### config.mk
export PLATFORM = sky130hd
export DESIGN_NAME = load_buffer
export DESIGN_NICKNAME = d
export VERILOG_FILES = /design/src/rtl/tomasulo_pkg.sv /design/src/rtl/lb_oldest_ready_sel.sv /design/src/rtl/load_buffer.sv
export SDC_FILE = /design/constraint.sdc
export NUM_CORES = 1
export LEC_CHECK = 0
export CAP_MARGIN = 20
export CORE_MARGIN = 3
export CORE_UTILIZATION = 43
export DETAILED_ROUTE_END_ITERATION = 8
export PLACE_DENSITY = 0.68
export RECOVER_POWER = 25
export SLEW_MARGIN = 20
export SYNTH_ARGS = -nofsm -noshare
export SYNTH_HDL_FRONTEND = slang
export SYNTH_SLANG_ARGS = --single-unit
### constraint.sdc
create_clock -name clock -period 3.4 [get_ports clock]
set_clock_uncertainty 0.15 [all_clocks]
set_input_delay 0.68 -clock clock [delete_from_list [all_inputs] [get_ports clock]]
set_output_delay 0.68 -clock clock [all_outputs]
set_load 0.05 [all_outputs]
### src/rtl/tomasulo_pkg.sv
// Shared types for the load reservation buffer: operand widths, dispatch
// FSM states and the buffer entry layout.
package tomasulo_pkg;

    localparam int ROB_W  = 6;
    localparam int DATA_W = 32;

    typedef enum logic [1:0] {
        D_IDLE   = 2'd0,
        D_ISSUED = 2'd1,
        D_WAIT   = 2'd2
    } disp_state_e;

    typedef struct packed {
        logic              valid;
        logic              rdy;
        logic [ROB_W-1:0]  tag;
        logic [DATA_W-1:0] val;
        logic [DATA_W-1:0] offset;
        logic [ROB_W-1:0]  rob;
    } lb_entry_t;

endpackage

### src/rtl/lb_oldest_ready_sel.sv
// Combinational priority picker: lowest set request bit wins, reported as
// one-hot grant, binary index and an any-request flag.
module lb_oldest_ready_sel #(
    parameter int N     = 4,
    parameter int IDX_W = $clog2(N)
) (
    input  logic [N-1:0]     req_i,
    output logic [N-1:0]     grant_o,
    output logic [IDX_W-1:0] idx_o,
    output logic             any_o
);

    // Scan downward so the lowest-index request is the last assignment.
    always_comb begin
        grant_o = '0;
        idx_o   = '0;
        any_o   = 1'b0;
        for (int i = N - 1; i >= 0; i--) begin
            if (req_i[i]) begin
                grant_o    = '0;
                grant_o[i] = 1'b1;
                idx_o      = IDX_W'(i);
                any_o      = 1'b1;
            end
        end
    end

endmodule

### src/rtl/load_buffer.sv
// Load reservation buffer: compacting queue of pending loads with CDB snoop
// and a three-state dispatch FSM. LOAD_BUFFER_STATS_EN adds stat counters.
module load_buffer
    import tomasulo_pkg::*;
#(
    parameter int DEPTH = 4
) (
    input  logic              clock,
    input  logic              reset_n,
    input  logic              flush,
    input  logic              issue_valid,
    output logic              issue_ready,
    input  logic              issue_base_rdy,
    input  logic [DATA_W-1:0] issue_base_val,
    input  logic [ROB_W-1:0]  issue_base_tag,
    input  logic [DATA_W-1:0] issue_offset,
    input  logic [ROB_W-1:0]  issue_rob,
    input  logic              cdb_enable,
    input  logic [ROB_W-1:0]  cdb_rob,
    input  logic [DATA_W-1:0] cdb_data,
    input  logic              lu_busy,
    output logic              load_enable,
    output logic [DATA_W-1:0] load_addr,
    output logic [ROB_W-1:0]  load_rob
`ifdef LOAD_BUFFER_STATS_EN
    ,
    output logic [31:0]       stat_dispatched,
    output logic [31:0]       stat_full_cycles
`endif
);

    localparam int IDX_W = $clog2(DEPTH);
    localparam int CNT_W = $clog2(DEPTH + 1);

    lb_entry_t         ent_q [DEPTH];
    lb_entry_t         ent_d [DEPTH];
    lb_entry_t         snoop [DEPTH];
    lb_entry_t         new_ent;
    logic [CNT_W-1:0]  count_q, count_d, wr_idx;
    disp_state_e       state_q;
    logic              load_enable_q;
    logic [DATA_W-1:0] load_addr_q, sel_addr;
    logic [ROB_W-1:0]  load_rob_q, sel_rob;
    logic [DEPTH-1:0]  req, grant;
    logic [IDX_W-1:0]  sel_idx;
    logic              any_ready, fire, accept;

    always_comb begin
        for (int i = 0; i < DEPTH; i++) req[i] = ent_q[i].valid & ent_q[i].rdy;
    end

    lb_oldest_ready_sel #(.N(DEPTH), .IDX_W(IDX_W)) u_sel (
        .req_i   (req),
        .grant_o (grant),
        .idx_o   (sel_idx),
        .any_o   (any_ready)
    );

    assign issue_ready = (count_q < CNT_W'(DEPTH));
    assign fire        = (state_q == D_IDLE) && any_ready && !lu_busy && !flush;
    assign accept      = issue_valid && issue_ready && !flush;
    assign wr_idx      = fire ? count_q - CNT_W'(1) : count_q;

    always_comb begin
        sel_addr = '0;
        sel_rob  = '0;
        for (int i = 0; i < DEPTH; i++) begin
            if (grant[i]) begin
                sel_addr = ent_q[i].val + ent_q[i].offset;
                sel_rob  = ent_q[i].rob;
            end
        end
    end

    // Snoop first, then compact over the dispatched slot, then append the issue.
    always_comb begin
        new_ent.valid  = 1'b1;
        new_ent.rdy    = issue_base_rdy;
        new_ent.tag    = issue_base_tag;
        new_ent.val    = issue_base_val;
        new_ent.offset = issue_offset;
        new_ent.rob    = issue_rob;
        if (!issue_base_rdy && cdb_enable && (cdb_rob == issue_base_tag)) begin
            new_ent.rdy = 1'b1;
            new_ent.val = cdb_data;
        end

        for (int i = 0; i < DEPTH; i++) begin
            snoop[i] = ent_q[i];
            if (cdb_enable && ent_q[i].valid && !ent_q[i].rdy && (ent_q[i].tag == cdb_rob)) begin
                snoop[i].rdy = 1'b1;
                snoop[i].val = cdb_data;
            end
            ent_d[i] = snoop[i];
        end
        for (int i = 0; i < DEPTH - 1; i++) begin
            if (fire && (i >= int'(sel_idx))) ent_d[i] = snoop[i + 1];
        end
        if (fire) ent_d[DEPTH-1] = '0;
        for (int i = 0; i < DEPTH; i++) begin
            if (accept && (CNT_W'(i) == wr_idx)) ent_d[i] = new_ent;
        end

        count_d = count_q;
        if (accept && !fire)      count_d = count_q + CNT_W'(1);
        else if (!accept && fire) count_d = count_q - CNT_W'(1);

        if (flush) begin
            for (int i = 0; i < DEPTH; i++) ent_d[i] = '0;
            count_d = '0;
        end
    end

    always_ff @(posedge clock or negedge reset_n) begin
        if (!reset_n) begin
            for (int i = 0; i < DEPTH; i++) ent_q[i] <= '0;
            count_q <= '0;
        end else begin
            for (int i = 0; i < DEPTH; i++) ent_q[i] <= ent_d[i];
            count_q <= count_d;
        end
    end

    always_ff @(posedge clock or negedge reset_n) begin
        if (!reset_n) begin
            state_q       <= D_IDLE;
            load_enable_q <= 1'b0;
            load_addr_q   <= '0;
            load_rob_q    <= '0;
        end else if (flush) begin
            state_q       <= D_IDLE;
            load_enable_q <= 1'b0;
        end else begin
            case (state_q)
                D_IDLE: begin
                    load_enable_q <= 1'b0;
                    if (fire) begin
                        load_enable_q <= 1'b1;
                        load_addr_q   <= sel_addr;
                        load_rob_q    <= sel_rob;
                        state_q       <= D_ISSUED;
                    end
                end
                // One dead cycle so the load unit can raise lu_busy.
                D_ISSUED: begin
                    load_enable_q <= 1'b0;
                    state_q       <= D_WAIT;
                end
                D_WAIT: begin
                    load_enable_q <= 1'b0;
                    if (!lu_busy) state_q <= D_IDLE;
                end
                default: begin
                    load_enable_q <= 1'b0;
                    state_q       <= D_IDLE;
                end
            endcase
        end
    end

    assign load_enable = load_enable_q;
    assign load_addr   = load_addr_q;
    assign load_rob    = load_rob_q;

`ifdef LOAD_BUFFER_STATS_EN
    logic [31:0] stat_dispatched_q, stat_full_cycles_q;

    always_ff @(posedge clock or negedge reset_n) begin
        if (!reset_n) begin
            stat_dispatched_q  <= '0;
            stat_full_cycles_q <= '0;
        end else begin
            if (load_enable_q)               stat_dispatched_q  <= stat_dispatched_q + 32'd1;
            if (issue_valid && !issue_ready) stat_full_cycles_q <= stat_full_cycles_q + 32'd1;
        end
    end

    assign stat_dispatched  = stat_dispatched_q;
    assign stat_full_cycles = stat_full_cycles_q;
`endif

endmodule
After elaboration in Yosys (flattened, before gate mapping)
Cells that the tools add are included.
{"block": "word_totals", "in_bits": 121, "output_inout_bits": 40, "wordCells": 153, "register_bits": 356}
{"block": "op_classes", "muxes": 50, "add_sub_neg": 6, "eq_ne": 12, "n_bitwise": 5, "n_reduce_logical": 47, "n_lt_le_gt_ge": 4}
{"cell": "78-bit two-way mux", "count": 8}
{"cell": "312-bit two-way mux", "count": 1}
{"cell": "32-bit two-way mux", "count": 9}
{"cell": "32-bit adder", "count": 4}
{"cell": "6-bit equality test", "count": 5}
{"cell": "1-bit logical AND", "count": 28}
{"cell": "6-bit two-way mux", "count": 4}
{"cell": "4-bit two-way mux", "count": 4}
{"cell": "3-bit nonzero test", "count": 5}
{"cell": "2-bit two-way mux", "count": 7}
{"cell": "1-bit two-way mux", "count": 12}
{"cell": "3-bit two-way mux", "count": 4}
{"cell": "1-bit zero test", "count": 9}
{"cell": "2-bit by 3-bit equality test with 1-bit output (first input constant)", "count": 2}
{"cell": "3-bit inequality test (second input constant)", "count": 2}
{"cell": "2-bit case mux with 3 select lines", "count": 1}
{"cell": "1-bit bitwise AND", "count": 4}
{"cell": "1-bit by 2-bit >= comparator with 1-bit output (first input constant)", "count": 2}
{"cell": "4-bit nonzero test", "count": 1}
{"cell": "3-bit by 1-bit adder with 3-bit output (second input constant)", "count": 1}
{"cell": "1-bit by 3-bit equality test with 1-bit output (first input constant)", "count": 1}
{"cell": "3-bit zero test", "count": 1}
{"cell": "3-bit less-than comparator (second input constant)", "count": 1}
{"cell": "3-bit AND reduction", "count": 1}
{"cell": "other kinds (7)", "count": 7}

Depth between registers and ports, before layout
Gate-level depths: netlist of run 1.
{"block": "logic_depth", "depth_word": 13, "depth_mapped": 13, "mapped_depth_nobuf": 13}

Modules after synthesis
From an unflattened synthesis of run 1, not the netlist that was laid out.
{"block": "unflattened", "hier_cells": 3024, "hier_area_um2": 24842.6}
{"mod": "load_buffer", "cells_per_inst": 3013, "seq_area_each_um2": 8908.5, "area_per_inst_um2": 24781.3, "n_inst": 1}
{"mod": "lb_oldest_ready_sel", "cells_per_inst": 11, "seq_area_each_um2": 0.0, "area_per_inst_um2": 61.3, "n_inst": 1}

Least setup slack after synthesis of run 1
No wires, ideal clock.
{"block": "synth_timing", "path_kind": "flip-flop to flip-flop", "from": "reg ent_q[162] (netlist name)", "to": "reg load_addr_q[22] (netlist: load_addr[22])", "setup_ps": 132, "stages_incl_launch_ff": 12, "slack_ps": 305, "arrival_ps": 2813, "period_less_slack_ps": 3095, "cell_sequence": "dfrtp_1 ha_1 fa_1 a21oi_1 o211ai_1 a311oi_1 o2111ai_1 and4_1 or3_1 a32o_1 a221oi_1 o21ai_1"}
{"block": "synth_via", "elab_chain_cells": 4}
{"item": "32-bit adder", "line": "load_buffer.sv:69", "source": "sel_addr = ent_q[i].val + ent_q[i].offset;"}
{"item": "32-bit two-way mux (3 in a row)", "line": "load_buffer.sv:68", "source": "if (grant[i]) begin"}
{"item": "end signal, assigned", "line": "load_buffer.sv:139", "source": "load_addr_q <= sel_addr;"}
{"item": "end, declared", "line": "load_buffer.sv:42", "source": "logic [DATA_W-1:0] load_addr_q, sel_addr;"}
Every way passes these cells.
A chain may end at the register's enable or synchronous reset.

Worst setup path after layout of run 1
{"block": "layout_timing", "from": "reg ent_q[18] (netlist name)", "to": "reg load_addr_q[24] (netlist: load_addr[24])"}
{"block": "layout_via", "elab_chain_cells": 2}
{"item": "32-bit adder", "line": "load_buffer.sv:69"}
{"item": "32-bit two-way mux", "line": "load_buffer.sv:68"}
Every way passes these cells.

==> flow_summary.ini, run 1 <==
[outcome]
status = finished, violations left
violations = capacitance limit, slew limit

[place]
gp_congestion = 1.017
portBuffers = 160
dp_hpwl_mm = 68.80
dp_cells = 4009

[floorplan]
io_pins = 161
die-area_um2 = 60450
dieWidth_um = 245.9
die_height_um = 245.9
core_region_area_um2 = 56600
initial_core_util_pct = 43.71
num_rows = 87

[final_layout]
syn_to_final_growth_pct = 24.92
drive_above_1_share_pct = 13.83
nets = 3557
fin_util_pct = 54.60
instances_no_fill = 4098

[global_route]
grt_usage_pct = 31.00
grt_pass1_wl_mm = 146.1
grt_pass1_vias = 24830
antenna_found_initial = 2
globalRouteOverflowTotal = 0
grt_max_degree = 120

[drt]
drt_first_iter_violations = 2772
routed_via_density = 6.167
drt-pass1-iter-count = 6
postRouteAntennaNets = 0
avgRoutedWirePerCell_um = 23.36
vias = 25270
finalWirelength_mm = 95.71
drc = 0

[timing]
timing.final.crit_share_pct = 97.56
setup_viol = 0
grt_setup_unrepaired = yes
slew_headroom_pct = -53.77
fin_crit_ns = 3.317
report.final.slew_viol_count = 42
worst_pin_slew_ns = 2.307
max_clock_freq_mhz = 301.5
finalHoldViolCount = 0

[clock_tree]
clk_pin_slew_ns = 0.06
clock-sinks = 356
numCtsBuffers = 43
cts_tree = done
root_buffer = clkbuf_16
clock_path_buffers = 3
cts_max_level = 2
clk_latency_ns = 0.58

[synthesis]
synth_area_um2 = 24740
yosysWarnings = 0
syn_nets = 3289
ys_types = 72
yosysSeqAreaShare_pct = 36.01
avgSynthCellArea_um2 = 8.144
ys.flop_type = dfrtp_1
ys_ff_latch = 356
syn_inst = 3038
synthArstFlopShare_pct = 100.0
synth_edf_count = 0

[hold_path]
min_to = state_q[1]
whs_path_depth = 2
hold_start = flush
hold_path.class = primary input to flop

[power_and_ir_drop]
power_frac_seq_pct = 36.5
power.density_nw_per_um2 = 474.2
p_leak_uw = 0.01403
p_switching_uw = 5346
p_clk_share_pct = 32.2
sw_frac_of_total_pct = 36.48
power.internal_uw = 9310
peakVddDrop_uv = 477.4
comb_power_share_pct = 31.3

[critical_path]
timing.rr.end = load_addr[24]
reg2regPathDepth = 12
r2r-start = ent_q[18]
crit_slowest_cell = and4_1
cpPeakStageDelay_ns = 0.42
end_kind = flop
path_class = flop to flop
path_buf_inv = 2
cp_max_fo = 5
cp.arrival_ns = 3.63
crit_chain = ha_1 -> a21oi_1 -> buf_4 -> a21oi_1 -> and4_1 -> o21ai_4 -> buf_4 -> o21a_1 -> o21bai_1 -> xnor2_1 -> o221ai_1 -> o32a_1
crit_required_ns = 3.72
crit_family = compound AO/OA/AOI/OAI gates
r2r_slack_ns = 0.08
crit_path_start_kind = flop

[flow_run]
maxCapViolCount = 1
-- worst register-to-register path, delay by kind of cell, from the launching register on --
family | cells | cell delay, ns
adders and majority gates | 1 | 0.31
and+or+nand+nor | 1 | 0.42
xor gates and xnor gates | 1 | 0.14
AOI/OAI and AO/OA | 7 | 1.46
DFF | 1 | 0.41
buffers and inverters | 2 | 0.32
-- power groups by stage --
stage,Combinational [uW],Clock [uW],Sequential [uW]
floorplan,2090,0,5820
global placement,4400,0,5380
detailed placement,4480,0,5390
CTS,4510,4780,5320
global route,4910,4950,5390
finish,4590,4720,5350
-- registers in the layout (all words and copies together), names as in the netlist --
| name | cells |
|---|---|
| load_enable | 1 |
| state_q | 2 |
| load_rob | 6 |
| ent_q | 312 |
| load_addr | 32 |
| count_q | 3 |
-- logic make-up after synthesis --
kind of cell / synth area share, %
compound gates: 24.38
simple gates: 20.87
fa+ha+maj: 6.696
mux: 2.923
flops: 36.01
buf+inv: 4.268
xor+xnor: 4.850
-- final cells by class --
cell class                 instances  area [um^2]
antenna                            2        5.005
inverter                          63        237.7
clock inverter                    18        188.9
clock buffer                      61         1225
multi-input combinational       2406        15220
timing repair buffer             436         4174
tap                              756        945.9
fill                            5154        25700
sequential                       356         8910
-- worst max path at each step --
stage	startpoint	endpoint	slack [ns]	cells past startpoint
after detailed placement	ent_q[15]	load_addr[27]	-0.21	14
after global routing	ent_q[47]	load_addr[28]	-0.04	13
after CTS	ent_q[162]	load_addr[24]	0.003	14
after floorplan	ent_q[162]	load_addr[22]	0.31	11
final	ent_q[18]	load_addr[24]	0.08	12
after global placement	ent_q[48]	load_addr[27]	-0.20	14
-- repair_timing --
action,CTS,global route
buffers inserted,0,8
setup endpoints to repair,9,18
gates resized for setup,12,55
hold buffers,1,0
pin swaps,1,28
gates cloned,0,0
hold endpoints to repair,41,0
-- metal layers --
layer | track usage (%) | wire (um)
met4 | 13.46 | 4296
met2 | 49.24 | 43490
met1 | 41.69 | 39510
met3 | 5.201 | 8419
met5 | 0 | 0
-- layout by cell type (no fill, tap or decap), drive strengths merged, types with 76 or more instances in the layout --
| master | count |
|---|---|
| a21oi | 350 |
| clkdlybuf4s50 | 157 |
| a211oi | 81 |
| nor2 | 396 |
| nor3 | 91 |
| buf | 275 |
| nor3b | 135 |
| o22ai | 76 |
| dfrtp | 356 |
| xnor2 | 87 |
| nand2 | 295 |
| ha | 126 |
| o21ai | 213 |
-- Yosys cell counts (all sizes together), types with 6 or more instances --
cell type,number,share of area [%]
nor2,396,6.0
dfrtp,356,36
a21oi,350,7.1
nand2,295,4.5
o21ai,213,4.3
clkbuf,183,2.8
nor3b,135,4.1
ha,126,6.4
nor3,91,1.8
xnor2,87,3.1
a211oi,81,2.5
o22ai,76,1.9
mux2i,70,2.8
inv,63,0.96
xor2,50,1.8
a21o,49,1.5
nor2b,48,1.2
nand3,40,0.81
a31oi,36,0.91
o221a,34,1.5
buf,30,0.54
nand4,18,0.46
o21bai,18,0.55
a221oi,17,0.65
o21a,16,0.49
nand2b,15,0.38
o211ai,12,0.36
or3,10,0.25
a222oi,9,0.36
and3,9,0.23
nor4,9,0.25
o221ai,9,0.32
a41oi,6,0.21
and4,6,0.21
-- metrics by stage --
stage / instance area, um^2 / setup TNS (ns) / power (uW) / setup slack, ns / hold WS, ns
2_1_floorplan: 24740 / 0 / 7903 / 0.3053 / 0.2344
3_3_place_gp: 29080 / -0.7833 / 9775 / -0.2005 / 0.3655
3_5_place_dp: 29080 / -3.400 / 9863 / -0.2082 / 0.3675
4_1_cts: 30560 / 0 / 14610 / 0.002514 / 0.2095
5_1_grt: 30900 / -0.06647 / 15250 / -0.04313 / 0.2216
6_report: 30900 / 0 / 14660 / 0.08303 / 0.2279
Power figures use the tool's default switching activity.
==> run 2, diff against run 1 <==
--- a/config.mk
+++ b/config.mk
@@ -9,6 +9,7 @@
 export CORE_MARGIN = 3
 export CORE_UTILIZATION = 43
 export DETAILED_ROUTE_END_ITERATION = 8
+export HOLD_SLACK_MARGIN = 0.15
 export PLACE_DENSITY = 0.68
 export RECOVER_POWER = 25
 export SLEW_MARGIN = 20
==> results of run 2 <==
Final layout, timing and power as in run 1 (identical DEF).
